**config.mk**
```make
export PLATFORM = sky130hd
export DESIGN_NAME = decode_4b_flat
export DESIGN_NICKNAME = d
export VERILOG_FILES = /design/src/rtl/mau_pkg.sv /design/src/rtl/decode_4b_if.sv /design/src/rtl/decode_4b.sv /design/src/flat_wrapper.sv
export SDC_FILE = /design/constraint.sdc
export NUM_CORES = 1
export LEC_CHECK = 0
export CORE_MARGIN = 5
export CORE_UTILIZATION = 46
export DETAILED_ROUTE_END_ITERATION = 8
export GPL_TIMING_DRIVEN = 0
export PLACE_DENSITY_LB_ADDON = 0.2
export SETUP_SLACK_MARGIN = 0.15
export SLEW_MARGIN = 20
export SYNTH_ARGS = -nofsm -noshare
export SYNTH_HDL_FRONTEND = slang
export SYNTH_SLANG_ARGS = --single-unit
```
**constraint.sdc**
```tcl
create_clock -name clk -period 2.8 [get_ports clk]
set_clock_uncertainty 0.05 [all_clocks]
set_input_delay 0.56 -clock clk [delete_from_list [all_inputs] [get_ports clk]]
set_output_delay 0.56 -clock clk [all_outputs]
set_load 0.01 [all_outputs]
```
**src/rtl/mau_pkg.sv**
```systemverilog
// mau_pkg: shared types and helpers for the MAU decode stage.
//   op_e        : 4-bit opcode enum (codes 6..15 are illegal)
//   dec_state_e : decode FSM states
//   is_legal()  : true for opcodes that name a real ALU operation (NOP excluded)
//   is_nop()    : true for the NOP opcode
package mau_pkg;

   localparam int OP_W = 4;

   typedef enum logic [OP_W-1:0] {
      OP_NOP   = 4'd0,
      OP_ADD   = 4'd1,
      OP_SUB   = 4'd2,
      OP_MUL   = 4'd3,
      OP_DOT   = 4'd4,   // a1*b1 + a2*b2
      OP_SCALE = 4'd5    // a * b1
   } op_e;

   typedef enum logic [1:0] {
      IDLE   = 2'd0,
      DECODE = 2'd1,
      ISSUE  = 2'd2,
      DRAIN  = 2'd3
   } dec_state_e;

   function automatic logic is_legal(input logic [OP_W-1:0] code);
      return (code >= 4'd1) && (code <= 4'd5);
   endfunction

   function automatic logic is_nop(input logic [OP_W-1:0] code);
      return code == 4'd0;
   endfunction

endpackage

```
**src/rtl/decode_4b_if.sv**
```systemverilog
// decode_4b_if: bundles the RX-side instruction handshake and the ALU-side
// issue handshake of the decode stage.
//   RX side : rx_valid, op, a1, a2, b1, b2 (to decode), alu_ready (from decode)
//   ALU side: dec_valid, dec_op, dec_a1..dec_b2, dec_err, issued_cnt (from decode),
//             dec_ready (to decode)
//   master  : the environment (RX stage + ALU)
//   slave   : the decode stage
interface decode_4b_if #(
   parameter int NIB_W = 4,
   parameter int CNT_W = 8
);
   import mau_pkg::*;

   logic             rx_valid;
   logic [NIB_W-1:0] op;
   logic [NIB_W-1:0] a1;
   logic [NIB_W-1:0] a2;
   logic [NIB_W-1:0] b1;
   logic [NIB_W-1:0] b2;
   logic             alu_ready;

   logic             dec_valid;
   logic             dec_ready;
   op_e              dec_op;
   logic [NIB_W-1:0] dec_a1;
   logic [NIB_W-1:0] dec_a2;
   logic [NIB_W-1:0] dec_b1;
   logic [NIB_W-1:0] dec_b2;
   logic             dec_err;
   logic [CNT_W-1:0] issued_cnt;

   modport master (
      output rx_valid, op, a1, a2, b1, b2, dec_ready,
      input  alu_ready, dec_valid, dec_op, dec_a1, dec_a2, dec_b1, dec_b2,
             dec_err, issued_cnt
   );

   modport slave (
      input  rx_valid, op, a1, a2, b1, b2, dec_ready,
      output alu_ready, dec_valid, dec_op, dec_a1, dec_a2, dec_b1, dec_b2,
             dec_err, issued_cnt
   );

endinterface

```
**src/rtl/decode_4b.sv**
```systemverilog
// decode_4b: decode stage of the MAU pipeline.
// Takes one instruction from RX while IDLE, classifies its opcode, drops NOPs
// (when SKIP_NOP=1) and illegal opcodes, and issues the rest to the ALU over a
// valid/ready handshake. All ALU-side outputs are registered; alu_ready is
// combinational (high only in IDLE).
// Ports:
//   clk   : system clock
//   rst_n : synchronous active-low reset
//   bus   : decode_4b_if.slave (RX instruction handshake + ALU issue handshake)
module decode_4b
   import mau_pkg::*;
#(
   parameter int NIB_W    = 4,
   parameter int CNT_W    = 8,
   parameter bit SKIP_NOP = 1'b1
) (
   input  logic        clk,
   input  logic        rst_n,
   decode_4b_if.slave  bus
);

   dec_state_e       state_q, state_d;
   logic [NIB_W-1:0] op_q, op_d;
   logic [NIB_W-1:0] a1_q, a1_d, a2_q, a2_d, b1_q, b1_d, b2_q, b2_d;
   op_e              dec_op_q, dec_op_d;
   logic             dec_valid_q, dec_valid_d;
   logic             dec_err_q, dec_err_d;
   logic [CNT_W-1:0] cnt_q, cnt_d;

   logic legal_w;
   logic nop_w;
   logic issue_w;
   logic handshake_w;

   // Opcode classification of the instruction latched in IDLE.
   assign legal_w     = is_legal(op_q);
   assign nop_w       = is_nop(op_q);
   assign issue_w     = legal_w || (nop_w && !SKIP_NOP);
   assign handshake_w = dec_valid_q && bus.dec_ready;

   // State register
   always_ff @(posedge clk) begin
      if (!rst_n) state_q <= IDLE;
      else        state_q <= state_d;
   end

   // Next-state logic
   always_comb begin
      state_d = state_q;
      case (state_q)
         IDLE:    if (bus.rx_valid) state_d = DECODE;
         DECODE:  state_d = issue_w ? ISSUE : DRAIN;
         ISSUE:   if (handshake_w) state_d = DRAIN;
         // Holding here until RX drops rx_valid keeps one instruction from
         // being captured twice.
         DRAIN:   if (!bus.rx_valid) state_d = IDLE;
         default: state_d = IDLE;
      endcase
   end

   // Output / datapath next-state logic
   always_comb begin
      op_d        = op_q;
      a1_d        = a1_q;
      a2_d        = a2_q;
      b1_d        = b1_q;
      b2_d        = b2_q;
      dec_op_d    = dec_op_q;
      dec_valid_d = dec_valid_q;
      dec_err_d   = 1'b0;
      cnt_d       = cnt_q;
      case (state_q)
         IDLE: begin
            if (bus.rx_valid) begin
               op_d = bus.op;
               a1_d = bus.a1;
               a2_d = bus.a2;
               b1_d = bus.b1;
               b2_d = bus.b2;
            end
         end
         DECODE: begin
            if (issue_w) begin
               dec_valid_d = 1'b1;
               dec_op_d    = op_e'(op_q);
            end else if (!nop_w) begin
               dec_err_d = 1'b1;
            end
         end
         ISSUE: begin
            if (handshake_w) begin
               dec_valid_d = 1'b0;
               cnt_d       = cnt_q + CNT_W'(1);
            end
         end
         default: ;
      endcase
   end

   // Registered outputs and latched instruction
   always_ff @(posedge clk) begin
      if (!rst_n) begin
         op_q        <= '0;
         a1_q        <= '0;
         a2_q        <= '0;
         b1_q        <= '0;
         b2_q        <= '0;
         dec_op_q    <= OP_NOP;
         dec_valid_q <= 1'b0;
         dec_err_q   <= 1'b0;
         cnt_q       <= '0;
      end else begin
         op_q        <= op_d;
         a1_q        <= a1_d;
         a2_q        <= a2_d;
         b1_q        <= b1_d;
         b2_q        <= b2_d;
         dec_op_q    <= dec_op_d;
         dec_valid_q <= dec_valid_d;
         dec_err_q   <= dec_err_d;
         cnt_q       <= cnt_d;
      end
   end

   assign bus.alu_ready  = (state_q == IDLE);
   assign bus.dec_valid  = dec_valid_q;
   assign bus.dec_op     = dec_op_q;
   assign bus.dec_a1     = a1_q;
   assign bus.dec_a2     = a2_q;
   assign bus.dec_b1     = b1_q;
   assign bus.dec_b2     = b2_q;
   assign bus.dec_err    = dec_err_q;
   assign bus.issued_cnt = cnt_q;

endmodule

```
**src/flat_wrapper.sv**
```systemverilog
// flat-port wrapper written by rule: the top's interface ports become plain ports
module decode_4b_flat import mau_pkg::*;
#(
   parameter int NIB_W    = 4,
   parameter int CNT_W    = 8,
   parameter bit SKIP_NOP = 1'b1
)
  (clk, rst_n, bus_rx_valid, bus_op, bus_a1, bus_a2, bus_b1, bus_b2, bus_dec_ready, bus_alu_ready, bus_dec_valid, bus_dec_op, bus_dec_a1, bus_dec_a2, bus_dec_b1, bus_dec_b2, bus_dec_err, bus_issued_cnt);
  decode_4b_if #(.NIB_W(NIB_W), .CNT_W(CNT_W)) bus_i ();
  input  logic clk;
  input  logic rst_n;
  input wire logic [$bits(bus_i.rx_valid)-1:0] bus_rx_valid;
  input wire logic [$bits(bus_i.op)-1:0] bus_op;
  input wire logic [$bits(bus_i.a1)-1:0] bus_a1;
  input wire logic [$bits(bus_i.a2)-1:0] bus_a2;
  input wire logic [$bits(bus_i.b1)-1:0] bus_b1;
  input wire logic [$bits(bus_i.b2)-1:0] bus_b2;
  input wire logic [$bits(bus_i.dec_ready)-1:0] bus_dec_ready;
  output wire logic [$bits(bus_i.alu_ready)-1:0] bus_alu_ready;
  output wire logic [$bits(bus_i.dec_valid)-1:0] bus_dec_valid;
  output wire logic [$bits(bus_i.dec_op)-1:0] bus_dec_op;
  output wire logic [$bits(bus_i.dec_a1)-1:0] bus_dec_a1;
  output wire logic [$bits(bus_i.dec_a2)-1:0] bus_dec_a2;
  output wire logic [$bits(bus_i.dec_b1)-1:0] bus_dec_b1;
  output wire logic [$bits(bus_i.dec_b2)-1:0] bus_dec_b2;
  output wire logic [$bits(bus_i.dec_err)-1:0] bus_dec_err;
  output wire logic [$bits(bus_i.issued_cnt)-1:0] bus_issued_cnt;
  assign bus_i.rx_valid = bus_rx_valid;
  assign bus_i.op = bus_op;
  assign bus_i.a1 = bus_a1;
  assign bus_i.a2 = bus_a2;
  assign bus_i.b1 = bus_b1;
  assign bus_i.b2 = bus_b2;
  assign bus_i.dec_ready = bus_dec_ready;
  assign bus_alu_ready = bus_i.alu_ready;
  assign bus_dec_valid = bus_i.dec_valid;
  assign bus_dec_op = bus_i.dec_op;
  assign bus_dec_a1 = bus_i.dec_a1;
  assign bus_dec_a2 = bus_i.dec_a2;
  assign bus_dec_b1 = bus_i.dec_b1;
  assign bus_dec_b2 = bus_i.dec_b2;
  assign bus_dec_err = bus_i.dec_err;
  assign bus_issued_cnt = bus_i.issued_cnt;
  decode_4b #(.NIB_W(NIB_W), .CNT_W(CNT_W), .SKIP_NOP(SKIP_NOP)) u_core (.clk(clk), .rst_n(rst_n), .bus(bus_i));
endmodule
```
# After elaboration in Yosys (flattened, before gate mapping)
# Index checks and enable logic that the tools add are counted.
# W data, S select, Z words.
dict set report classes {
  magnitude_cmp 2
  eq_ne 7
  muxes 9
  n_bitwise 2
  add_sub_neg 1
  n_reduce_logical 11
}
# op n
set op_table {}
lappend op_table {{$add A8 B1 Y8 const B} 1}
lappend op_table {{$pmux W2 S4} 1}
lappend op_table {{$mux W2} 3}
lappend op_table {{$reduce_and A2 Y1} 3}
lappend op_table {{$reduce_and A3 Y1} 2}
lappend op_table {{$eq A2 B2 Y1 const B} 2}
lappend op_table {{$ge A4 B1 Y1 const B} 1}
lappend op_table {{$le A4 B3 Y1 const B} 1}
lappend op_table {{$logic_not A4 Y1} 1}
lappend op_table {{$mux W1} 4}
lappend op_table {{$ne A2 B1 Y1 const B} 2}
lappend op_table {{$ne A2 B2 Y1 const B} 2}
lappend op_table {{$reduce_or A3 Y1} 1}
lappend op_table {{$eq A2 B1 Y1 const B} 1}
lappend op_table {{$logic_and A1 B1 Y1} 2}
lappend op_table {{$logic_not A2 Y1} 1}
lappend op_table {{$not A1 Y1} 2}
lappend op_table {{$pmux W1 S2} 1}
lappend op_table {{$reduce_bool A2 Y1} 1}
dict set report totals {
  wordCells 42
  regBits 36
}

# Longest topological paths before layout
dict set report logic_depth {
  word_depth 4
  mapped_depth 6
}

# Least setup slack after synthesis
# No wires, ideal clock.
dict set report synth_path {
  path_type {reg-to-reg}
  start {register u_core.state_q[0]}
  end {register u_core.state_q[0]}
  t_required_ns 2.664
  n_path_buf 0
  setup_ns 0.086
  setup_slack_ns 1.272
  path_stages_with_launch 7
  t_arrival_ns 1.393
  path_cell_list {dfxtp_1 -> inv_1 -> ha_1 -> nor2b_1 -> a221oi_2 -> o21ai_0 -> a211oi_1}
}
dict set report synth_between {
  elab_chain_cells 3
  word_cells_on_any_way 9
  cone_classes {eq/ne (6); mux (1); reduce/logical (2)}
}
# element line
set synth_lines {}
lappend synth_lines {{from (decl)} decode_4b.sv:22} ;# dec_state_e state_q, state_d;
lappend synth_lines {{from (signal assigned)} decode_4b.sv:44} ;# else state_q <= state_d;
lappend synth_lines {{$logic_not A2 Y1 (*)} --}
lappend synth_lines {{via bus_alu_ready} flat_wrapper.sv:19} ;# output wire logic [$bits(bus_i.alu_ready)-1:0] bus_alu_ready;
lappend synth_lines {{$ne A2 B2 Y1 (no source line)} --}
lappend synth_lines {{$reduce_and A3 Y1 (no source line)} --}
# The timed path passes the listed nets; every way through them passes the cells marked *.
# A chain may end at the register's enable or synchronous reset.

# Worst setup path after layout
dict set report layout_path {
  start {register u_core.state_q[0]}
  end {output bus_alu_ready}
}
dict set report layout_between {
  elab_chain_cells 1
}
# element line
set layout_lines {}
lappend layout_lines {{$logic_not A2 Y1} decode_4b.sv:125} ;# assign bus.alu_ready = (state_q == IDLE);
lappend layout_lines {{to (decl)} flat_wrapper.sv:19}
# No other way between the ends.

==> metrics.md <==
| Metric | Value |
|---|---|
| Synthesis warning total | `0` |
| Final GP Congestion | `0.730` |
| Largest net degree at the start of global routing | `11` |
| Remaining design rule violation count | `0` |
| # resized after CTS | `0` |
| Number of buffer and inverter stages on the critical path | `2` |
| Routed wirelength normalized by instance count | `12.2 um` |
| Clock transition time at the flip-flop clock pins of the worst setup and hold paths | `0.10 ns` |
| Initial Util | `0.473` |
| Post-layout net count | `257` |
| Share of flip-flops with an asynchronous set or reset | `0` |
| Max rail drop VDD | `0.000425 V` |
| # Max-Cap Violations | `0` |
| Final Hold Vio Count | `0` |
| Area of placed instances | `2030 um^2` |
| Die extent in x | `65.8 um` |
| Netlist cell types | `26` |
| Leading cell types in the layout, fill and taps excluded | `sky130_fd_sc_hd__clkdlybuf4s50_1, sky130_fd_sc_hd__nand2_1, sky130_fd_sc_hd__dfxtp_1` |
| Highest clock frequency the design can meet | `454 MHz` |
| Crit-path leading delay family | `buffers and inverters` |
| Largest incremental delay on the critical path | `0.57 ns` |
| Crit path max fanout | `6` |
| Launching element type of the critical path | `register` |
| Number of vias in the routed layout | `1323` |
| Most used flip-flop cell after synthesis | `sky130_fd_sc_hd__dfxtp_1` |
| Aggregate global-route resource usage | `0.165` |
| Number of synthesized flops with an enable pin | `0` |
| Vias in the first global route | `1295` |
| Worst EP arrival | `1.59 ns` |
| DPL Wire Length | `2680 um` |
| Post-Synthesis Cell Area | `1430 um^2` |
| Final setup violation count | `0` |
| Post-route cell area | `2070 um^2` |
| Worst-Skew Late Latency | `0.32 ns` |
| Crit path required time | `2.19 ns` |
| Final-report max-slew violation count | `0` |
| Mean cell area of the mapped netlist | `8.58 um^2` |
| Die Footprint | `4330 um^2` |
| Final critical-path share of the clock period | `0.786` |
| Worst hold-check path type | `register to register` |
| Number of antenna-violating nets in the routed design | `0` |
| Buffer cell driving the clock tree root | `sky130_fd_sc_hd__clkbuf_4` |
| Cell row count | `20` |
| Total clock buffers created by CTS | `5` |
| CTS Sinks | `36` |
| Sequence of cells on the critical path | `inv_1 > ha_1 > clkdlybuf4s50_1` |
| Drt total wl | `3330 um` |
| Synthesized Nets | `196` |
| Global-route wire length before repair | `5520 um` |
| Number of detailed-routing iterations run before antenna repair | `4` |
| Via density per instance | `4.86` |
| Area grow syn2layout | `44.8%` |
| Unrepaired setup endpoints after global routing | `false` |
| Core area | `3030 um^2` |
| Gate count of the mapped netlist | `167` |
| Max clock buf depth | `2` |
| Final setup TNS | `0 ns` |
| Depth of the CTS H-tree | `2` |
| Floorplan die height | `65.8 um` |
| Sequential-to-total area share from yosys stat | `0.503` |
| Leading cell type in the layout, fill and taps excluded | `sky130_fd_sc_hd__clkdlybuf4s50_1` |
| Total overflow reported by the global router | `0` |
| Kind of critical path | `register to primary output` |
| Top-Level Pins | `55` |
| Crit-path slowest cell | `sky130_fd_sc_hd__clkdlybuf4s50_1` |
| Layout cell share with drive strength beyond 1 | `0.0351` |
| Crit path time final | `2.20 ns` |
| Initial antenna violation count | `0` |
| Post-synthesis register bit count | `36` |
| Area occupied by multi-input gates | `669 um^2` |
| Static leakage power | `0.000813 uW` |
| Drt initial violations | `35` |
| Setup Buffers After CTS | `0` |
| Headroom to the max-slew limit | `0.704` |
| Hold Buf Count CTS | `0` |
| Fillcell total | `262` |
| Endpoint class of the critical path | `primary output` |
| Actual slew at the worst max-slew pin | `0.444 ns` |
| Combined flip-flop and latch cell area | `721 um^2` |
| Count of inserted antenna diode cells | `0` |
| Port buffer count | `54` |
| Status | `complete, no violations` |
| Clock tree from TritonCTS | `yes` |
| Power density over cell area | `678 nW/um^2` |
Yosys cell counts (2+ instances only):
| cell type | instances | area share |
|---|---|---|
| sky130_fd_sc_hd__dfxtp_1 | 36 | 0.50 |
| sky130_fd_sc_hd__mux2i_1 | 5 | 0.035 |
| sky130_fd_sc_hd__and2_1 | 5 | 0.022 |
| sky130_fd_sc_hd__a21boi_0 | 3 | 0.016 |
| sky130_fd_sc_hd__nand4_1 | 3 | 0.013 |
| sky130_fd_sc_hd__nor2b_1 | 2 | 0.0087 |
| sky130_fd_sc_hd__clkbuf_1 | 7 | 0.018 |
| sky130_fd_sc_hd__nor3_1 | 3 | 0.010 |
| sky130_fd_sc_hd__nand2_1 | 47 | 0.12 |
| sky130_fd_sc_hd__o21ai_0 | 6 | 0.021 |
| sky130_fd_sc_hd__ha_1 | 5 | 0.044 |
| sky130_fd_sc_hd__xnor2_1 | 2 | 0.012 |
| sky130_fd_sc_hd__or3_1 | 3 | 0.013 |
| sky130_fd_sc_hd__and3_1 | 3 | 0.013 |
| sky130_fd_sc_hd__inv_1 | 3 | 0.0079 |
| sky130_fd_sc_hd__nor2_1 | 4 | 0.010 |
| sky130_fd_sc_hd__xor2_1 | 2 | 0.012 |
| sky130_fd_sc_hd__a21oi_1 | 20 | 0.070 |
power by group:
part | total (uW) | switching (uW) | internal [uW]
clock network | 245 | 153 | 92.5
logic | 521 | 264 | 257
registers | 640 | 52.9 | 587
total | 1410 | 469 | 937
layout make-up:
cell class | count | area share
repair buffers | 54 | 0.261
plain buffers | 8 | 0.0151
clock buffers | 6 | 0.0199
well taps | 44 | 0.0265
clock inverters | 1 | 0.00241
inverters | 3 | 0.00543
flip-flops and latches | 36 | 0.347
multi-input cells | 120 | 0.323
worst min-delay path, cell delays in order, from the launching register on:
cell and delay, ns:
sky130_fd_sc_hd__dfxtp_1 0.32, sky130_fd_sc_hd__nand2_1 0.05, sky130_fd_sc_hd__a21oi_1 0.05
logic make-up after synthesis:
| family | count (synthesis) | share of synthesized area |
|---|---|---|
| AOI/OAI and AO/OA | 32 | 0.128 |
| adders and majority gates | 5 | 0.0437 |
| DFF | 36 | 0.503 |
| buffers and inverters | 11 | 0.0297 |
| muxes | 5 | 0.0349 |
| and+or+nand+nor | 74 | 0.237 |
| xor gates and xnor gates | 4 | 0.0245 |
layer usage:
metal  global-route usage  wire, um  vias up
met3               0.0612       242        7
li1                     -         -      680
met2                0.305      1670       38
met4               0.0570        59        0
met5                    0         0        -
met1                0.167      1360      598
state kept, by name (all words and copies together) (netlist names):
| name | flops |
|---|---|
| u_core.bus.dec_a2 | 4 |
| u_core.bus.dec_b2 | 4 |
| u_core.bus.dec_op | 4 |
| u_core.op_q | 4 |
| u_core.state_q | 2 |
| u_core.bus.dec_valid | 1 |
| u_core.bus.dec_a1 | 4 |
| u_core.bus.dec_err | 1 |
| u_core.bus.dec_b1 | 4 |
| u_core.bus.issued_cnt | 8 |
metrics by stage:
| step | total power (uW) | worst slack (ns) | std cells | utilization | hold slack (ns) |
|---|---|---|---|---|---|
| floorplan | 948 | 1.27 | 167 | - | 0.387 |
| global placement | 1150 | 0.721 | 265 | 0.670 | 0.392 |
| detailed placement | 1180 | 0.647 | 265 | 0.670 | 0.400 |
| CTS | 1420 | 0.573 | 272 | 0.685 | 0.414 |
| global route | 1510 | 0.499 | 272 | 0.685 | 0.438 |
| finish | 1410 | 0.600 | 272 | 0.685 | 0.409 |
final timing paths:
check | start | end | slack [ns] | cells after the start
setup / recovery | u_core.state_q[0]$_SDFFE_PN0P_ | bus_alu_ready | 0.60 | 3
hold / removal | u_core.bus.dec_a2[3]$_SDFFE_PN0P_ | u_core.bus.dec_a2[3]$_SDFFE_PN0P_ | 0.41 | 2
setup reg to reg | u_core.state_q[0]$_SDFFE_PN0P_ | u_core.bus.issued_cnt[5]$_SDFFE_PN0P_ | 1.04 | 5
hold reg to reg | u_core.bus.dec_a2[3]$_SDFFE_PN0P_ | u_core.bus.dec_a2[3]$_SDFFE_PN0P_ | 0.41 | 2
(Power assumes the default switching activity.)
